## config.mk

```make
export PLATFORM = sky130hd
export DESIGN_NAME = mem_word_arb
export DESIGN_NICKNAME = d
export VERILOG_FILES = /design/src/rtl/mem_word_arb_pkg.sv /design/src/rtl/mem_word_arb_rr_arb2.sv /design/src/rtl/mem_word_arb.sv
export SDC_FILE = /design/constraint.sdc
export NUM_CORES = 1
export LEC_CHECK = 0
export CAP_MARGIN = 25
export CORE_MARGIN = 2
export CORE_UTILIZATION = 38
export DETAILED_ROUTE_END_ITERATION = 6
export PLACE_DENSITY = 0.81
export SLEW_MARGIN = 10
export SYNTH_ARGS = -nofsm -noshare
export SYNTH_HDL_FRONTEND = slang
export SYNTH_SLANG_ARGS = --single-unit
```

## constraint.sdc

```tcl
create_clock -name clk -period 1.29 [get_ports clk]
set_input_delay 0.1935 -clock clk [delete_from_list [all_inputs] [get_ports clk]]
set_output_delay 0.1935 -clock clk [all_outputs]
set_load 0.1 [all_outputs]
```

## src/rtl/mem_word_arb_pkg.sv

```systemverilog
// rtl/mem_word_arb_pkg.sv - shared types and constants for the word-over-byte memory arbiter
package mem_word_arb_pkg;

   localparam int ADR_W_DEF = 14;

   typedef enum logic [2:0] {
      ST_IDLE = 3'd0,
      ST_B0   = 3'd1,
      ST_B1   = 3'd2,
      ST_B2   = 3'd3,
      ST_B3   = 3'd4,
      ST_CAP  = 3'd5,
      ST_ACK  = 3'd6,
      ST_ERR  = 3'd7
   } state_e;

   localparam logic [1:0] LANE0 = 2'd0;
   localparam logic [1:0] LANE1 = 2'd1;
   localparam logic [1:0] LANE2 = 2'd2;
   localparam logic [1:0] LANE3 = 2'd3;

   // Big-endian: byte 0 sits in the most significant lane.
   function automatic logic [7:0] word_byte(input logic [31:0] w, input logic [1:0] k);
      case (k)
         LANE0:   return w[31:24];
         LANE1:   return w[23:16];
         LANE2:   return w[15:8];
         default: return w[7:0];
      endcase
   endfunction

endpackage

```

## src/rtl/mem_word_arb_rr_arb2.sv

```systemverilog
// rtl/mem_word_arb_rr_arb2.sv - two-way round-robin grant, one-hot {dm, im}
module mem_rr_arb2 (
   input  logic       req_im_i,
   input  logic       req_dm_i,
   input  logic       en_i,
   input  logic       last_dm_i,
   output logic [1:0] gnt_o
);

   always_comb begin
      gnt_o = 2'b00;
      if (en_i) begin
         if (req_im_i && req_dm_i) begin
            gnt_o = last_dm_i ? 2'b01 : 2'b10;
         end else if (req_dm_i) begin
            gnt_o = 2'b10;
         end else if (req_im_i) begin
            gnt_o = 2'b01;
         end
      end
   end

endmodule

```

## src/rtl/mem_word_arb.sv

```systemverilog
// rtl/mem_word_arb.sv - instruction/data word ports sharing one byte-wide memory
// Optional MEM_WORD_ARB_MISALIGN_ERR_EN: misaligned dm requests get a dm_err pulse, no access.
module mem_word_arb
   import mem_word_arb_pkg::*;
#(
   parameter int ADR_W = ADR_W_DEF
) (
   input  logic             clk,
   input  logic             rst,
   input  logic             im_req,
   input  logic [ADR_W-1:0] im_adr,
   output logic [31:0]      im_dat_o,
   output logic             im_ack,
   input  logic             dm_req,
   input  logic             dm_we,
   input  logic [3:0]       dm_sel,
   input  logic [ADR_W-1:0] dm_adr,
   input  logic [31:0]      dm_dat_i,
   output logic [31:0]      dm_dat_o,
   output logic             dm_ack,
   output logic             dm_err,
   output logic [ADR_W-1:0] mem_adr,
   output logic [7:0]       mem_dat_o,
   input  logic [7:0]       mem_dat_i,
   output logic             mem_we,
   output logic             mem_en
);

   state_e           state_q, state_d;
   logic             gnt_dm_q, gnt_dm_d;
   logic             last_dm_q, last_dm_d;
   logic [23:0]      rd_q, rd_d;
   logic [31:0]      im_dat_q, im_dat_d;
   logic [31:0]      dm_dat_q, dm_dat_d;
   logic [1:0]       gnt;
   logic [1:0]       lane;
   logic             is_wr;
   logic [ADR_W-1:0] cur_adr;
   logic             adr_lo_unused;

   mem_rr_arb2 u_arb (
      .req_im_i  (im_req),
      .req_dm_i  (dm_req),
      .en_i      (state_q == ST_IDLE),
      .last_dm_i (last_dm_q),
      .gnt_o     (gnt)
   );

   // Requesters hold their inputs until ack, so the live inputs are used directly.
   assign is_wr         = gnt_dm_q & dm_we;
   assign cur_adr       = gnt_dm_q ? dm_adr : im_adr;
   assign adr_lo_unused = ^cur_adr[1:0];
   assign mem_adr       = {cur_adr[ADR_W-1:2], lane};
   assign mem_dat_o     = word_byte(dm_dat_i, lane);
   assign im_dat_o      = im_dat_q;
   assign dm_dat_o      = dm_dat_q;

   always_ff @(posedge clk) begin
      if (rst) begin
         state_q   <= ST_IDLE;
         gnt_dm_q  <= 1'b0;
         last_dm_q <= 1'b0;
         rd_q      <= 24'd0;
         im_dat_q  <= 32'd0;
         dm_dat_q  <= 32'd0;
      end else begin
         state_q   <= state_d;
         gnt_dm_q  <= gnt_dm_d;
         last_dm_q <= last_dm_d;
         rd_q      <= rd_d;
         im_dat_q  <= im_dat_d;
         dm_dat_q  <= dm_dat_d;
      end
   end

   always_comb begin
      state_d   = state_q;
      gnt_dm_d  = gnt_dm_q;
      last_dm_d = last_dm_q;
      rd_d      = rd_q;
      im_dat_d  = im_dat_q;
      dm_dat_d  = dm_dat_q;
      case (state_q)
         ST_IDLE: begin
            if (gnt != 2'b00) begin
               gnt_dm_d  = gnt[1];
               last_dm_d = gnt[1];
               state_d   = ST_B0;
`ifdef MEM_WORD_ARB_MISALIGN_ERR_EN
               if (gnt[1] && (dm_adr[1:0] != 2'b00)) state_d = ST_ERR;
`endif
            end
         end
         ST_B0: state_d = ST_B1;
         // Memory read data trails the issue cycle by one, so byte k lands in the next state.
         ST_B1: begin
            state_d      = ST_B2;
            rd_d[23:16]  = mem_dat_i;
         end
         ST_B2: begin
            state_d      = ST_B3;
            rd_d[15:8]   = mem_dat_i;
         end
         ST_B3: begin
            state_d      = is_wr ? ST_ACK : ST_CAP;
            rd_d[7:0]    = mem_dat_i;
         end
         ST_CAP: begin
            state_d = ST_ACK;
            if (gnt_dm_q) dm_dat_d = {rd_q, mem_dat_i};
            else          im_dat_d = {rd_q, mem_dat_i};
         end
         ST_ACK:  state_d = ST_IDLE;
         ST_ERR:  state_d = ST_IDLE;
         default: state_d = ST_IDLE;
      endcase
   end

   always_comb begin
      lane   = LANE0;
      mem_en = 1'b0;
      mem_we = 1'b0;
      im_ack = 1'b0;
      dm_ack = 1'b0;
      case (state_q)
         ST_B0, ST_B1, ST_B2, ST_B3: begin
            case (state_q)
               ST_B1:   lane = LANE1;
               ST_B2:   lane = LANE2;
               ST_B3:   lane = LANE3;
               default: lane = LANE0;
            endcase
            mem_en = is_wr ? dm_sel[LANE3 - lane] : 1'b1;
            mem_we = is_wr;
         end
         ST_ACK: begin
            im_ack = ~gnt_dm_q;
            dm_ack = gnt_dm_q;
         end
         default: ;
      endcase
   end

`ifdef MEM_WORD_ARB_MISALIGN_ERR_EN
   assign dm_err = (state_q == ST_ERR);
`else
   assign dm_err = 1'b0;
`endif

endmodule
```

==> metrics.json <==
{
  "sequential_fraction_of_the_synthesis_area": 0.4685,
  "timing.critical_path.mode_cell": "sky130_fd_sc_hd__buf_12",
  "die_w_um": 105.7,
  "core_um2": 10180,
  "row_count": 37,
  "worstSetupEndpointType": "output pin",
  "synth_mux_area_frac": 0.1187,
  "timing.critical_path.from_type": "register",
  "first_global_vias": 4273,
  "syn_inst": 469,
  "synth-main-ff-cell": "sky130_fd_sc_hd__dfxtp_1",
  "worstPathMaxFanout": 22,
  "clockPowerShare": 0.282,
  "setup_ws_ns": -0.6073,
  "seq_power_share": 0.400,
  "drt.antenna.violating_nets": 0,
  "max_clock_freq_mhz": 527.1,
  "critical_path.slowest_cell": "sky130_fd_sc_hd__dfxtp_4",
  "synthesis.nets": 546,
  "synth.cell_area_um2": 3931,
  "ctsHtreeMaxLevel": 3,
  "report.final.setup_viol": 115,
  "post_syn_area_per_cell_um2": 8.382,
  "globalRoute.totalOverflow": 0,
  "outcome": "finished with violations",
  "worst_ep_arrival_time_ns": 1.70,
  "initial_utilization": 0.3860,
  "pre_cts_ws_ns": -0.3029,
  "io-pin-count": 168,
  "worst_ep_required_time_ns": 1.10,
  "reg2reg_depth": 6,
  "gpl_congestion": 0.8592,
  "timing_max_transition_violations_final": 0,
  "global_route_wire_length_before_repair_mm": 21.72,
  "global_route.usage.total": 0.2477,
  "die-area_um2": 11170,
  "synth-simple-area-share": 0.2177,
  "worst_hold_slack_ns": 0.06655,
  "yosys.area_share.adder": 0,
  "combinationalPowerShare": 0.318,
  "ys.warnings.count": 0,
  "cts_buffers": 9,
  "grt_max_degree": 90,
  "sum_of_internal_switching_and_leakage_power_uw": 7345,
  "dp_hpwl_mm": 9.100,
  "antenna_found_initial": 0,
  "finClkSkew_ns": 0.01400,
  "num_antenna_cells": 0,
  "timing.setup.tns_ns": -29.14,
  "unrepaired_setup_endpoints_after_global_routing": "true",
  "worstPathCellList": "buf_12 -> or3_1 -> o211ai_1 -> nand2_4 -> buf_12",
  "critical_path_class": "reg2out",
  "finalHoldViolCount": 0,
  "avgRoutedWirePerCell_um": 17.34,
  "violations_in_the_final_reports": "negative setup slack",
  "clk_pin_slew_ns": 0.10,
  "p_per_area_nw_per_um2": 979.5,
  "vdd_drop_max_mv": 0.7309,
  "drive_above_1_share": 0.3267,
  "p_leak_uw": 0.002829,
  "commonest_non_fill_non_tap_cell_in_the_layout": "sky130_fd_sc_hd__nand2_1",
  "ratio_of_final_minimum_period_to_clock_period": 1.471,
  "synth-compound-area-share": 0.1314,
  "synth-xor-area-share": 0,
  "synth_enable_flop_cells": 0,
  "mostFrequentLayoutCells": "sky130_fd_sc_hd__nand2_1, sky130_fd_sc_hd__buf_12, sky130_fd_sc_hd__dfxtp_1, sky130_fd_sc_hd__clkdlybuf4s50_1, sky130_fd_sc_hd__a21oi_1",
  "clkLatencyLatePin_ns": 0.37,
  "final_util": 0.7362,
  "hp-class": "in2reg",
  "ys_seq_elements": 92,
  "vias": 4041,
  "sw_frac_of_total": 0.3398,
  "port-buffer-count": 162,
  "buffers_from_clock_root_to_sink_at_most": 2,
  "min_path_cells": 2,
  "fillCellCount": 711,
  "synth_top_family_by_area": "simple AND/OR/NAND/NOR gates",
  "vias_per_cell": 5.128,
  "cts.sink_count": 92,
  "netSwitchingPower_uw": 2496,
  "finalWorstPathRequiredPeriod_ns": 1.897,
  "cts_hold_buffers": 0,
  "maxCapViolations": 0,
  "finalNetCount": 724,
  "detail_route.first_pass.iterations": 5,
  "maximum_single_stage_delay_on_the_critical_path_ns": 0.40,
  "internal_power_uw": 4849,
  "initialDrtViolationCount": 229,
  "ctsRootBufferMaster": "sky130_fd_sc_hd__clkbuf_8",
  "clock_tree_from_tritoncts": "yes",
  "chip_height_um": 105.7,
  "routed_wl_mm": 13.67,
  "yosys.cell_types.count": 32,
  "drc_errors": 0,
  "syn2layout_area_growth_pct": 90.74,
  "async_flop_share": 0
}
-- cell type report --
type                            instances  area [um^2]  area share
Clock inverter                          7        92.59     0.01235
Clock buffer                            9        123.9     0.01652
Timing Repair Buffer                  208         3123      0.4165
Tap cell                              136        170.2     0.02269
Sequential cell                        92         1854      0.2473
Multi-Input combinational cell        336         2135      0.2847
-- through the flow --
step | instances | area, um^2
floorplan | 469 | 4091
global placement | 752 | 6807
detailed placement | 752 | 6807
CTS | 781 | 7360
global route | 788 | 7498
finish | 788 | 7498
-- what timing repair did --
item,CTS,global route
gates resized for setup,46,23
endpoints found under the hold margin,0,0
cloned,5,1
setup endpoints to repair,117,116
setup buffers,9,8
pin swaps,20,7
-- state kept, by name, indices dropped and copies added (netlist names) --
name and flops:
im_dat_o 32, dm_dat_o 32, state_q 3, rd_q 24
last_dm_q 1
-- final timing paths --
| path | from | end | slack [ns] |
|---|---|---|---|
| setup / recovery | state_q[1] | mem_dat_o[6] | -0.61 |
| hold / removal | rst | last_dm_q | 0.07 |
| setup reg to reg | state_q[0] | im_dat_o[3] | -0.35 |
| hold reg to reg | rd_q[0] | dm_dat_o[8] | 0.48 |
-- routing by layer --
layer	up-vias	global-route usage	part of all wire
li1	1924	-	-
met1	1952	0.2768	0.38
met2	144	0.4493	0.53
met3	21	0.06865	0.068
met4	0	0.08647	0.017
met5	-	0	0
-- cell usage after synthesis, types with 2 or more instances --
| master | count | area [um^2] |
|---|---|---|
| sky130_fd_sc_hd__buf_6 | 6 | 67.56 |
| sky130_fd_sc_hd__a21oi_1 | 66 | 330.3 |
| sky130_fd_sc_hd__nand2_1 | 138 | 518.0 |
| sky130_fd_sc_hd__mux2_2 | 13 | 146.4 |
| sky130_fd_sc_hd__o21ai_0 | 3 | 15.01 |
| sky130_fd_sc_hd__mux2i_1 | 32 | 320.3 |
| sky130_fd_sc_hd__or3_1 | 8 | 50.05 |
| sky130_fd_sc_hd__buf_4 | 8 | 60.06 |
| sky130_fd_sc_hd__nor2_1 | 35 | 131.4 |
| sky130_fd_sc_hd__buf_2 | 14 | 70.07 |
| sky130_fd_sc_hd__nor2b_1 | 4 | 25.02 |
| sky130_fd_sc_hd__clkbuf_1 | 13 | 48.80 |
| sky130_fd_sc_hd__dfxtp_1 | 92 | 1842 |
| sky130_fd_sc_hd__o211ai_1 | 9 | 67.56 |
| sky130_fd_sc_hd__nand2b_1 | 3 | 18.77 |
| sky130_fd_sc_hd__nor3b_2 | 2 | 25.02 |
| sky130_fd_sc_hd__a211o_1 | 8 | 70.07 |
-- critical path: cells and delay by family, from the launching register on --
family                 cells  cell delay [ns]
DFF                        1             0.40
AOI/OAI and AO/OA          1             0.16
and+or+nand+nor            2             0.44
buffers and inverters      2             0.33
-- cell families (layout without fill, tap and decap cells) --
| logic type | Yosys count | after routing |
|---|---|---|
| compound gates | 90 | 90 |
| buf+inv | 41 | 224 |
| flops | 92 | 92 |
| mux | 45 | 45 |
| other cells | 1 | 1 |
| simple gates | 200 | 200 |
-- power groups by stage --
| stage | clock network (uW) | registers, uW | logic [uW] |
|---|---|---|---|
| floorplan | 0 | 3000 | 1300 |
| global placement | 0 | 3000 | 2090 |
| detailed placement | 0 | 3000 | 2130 |
| CTS | 2100 | 2940 | 2270 |
| global route | 2240 | 2950 | 2430 |
| finish | 2070 | 2940 | 2340 |
Note: power is estimated with default switching activity, not from simulation.
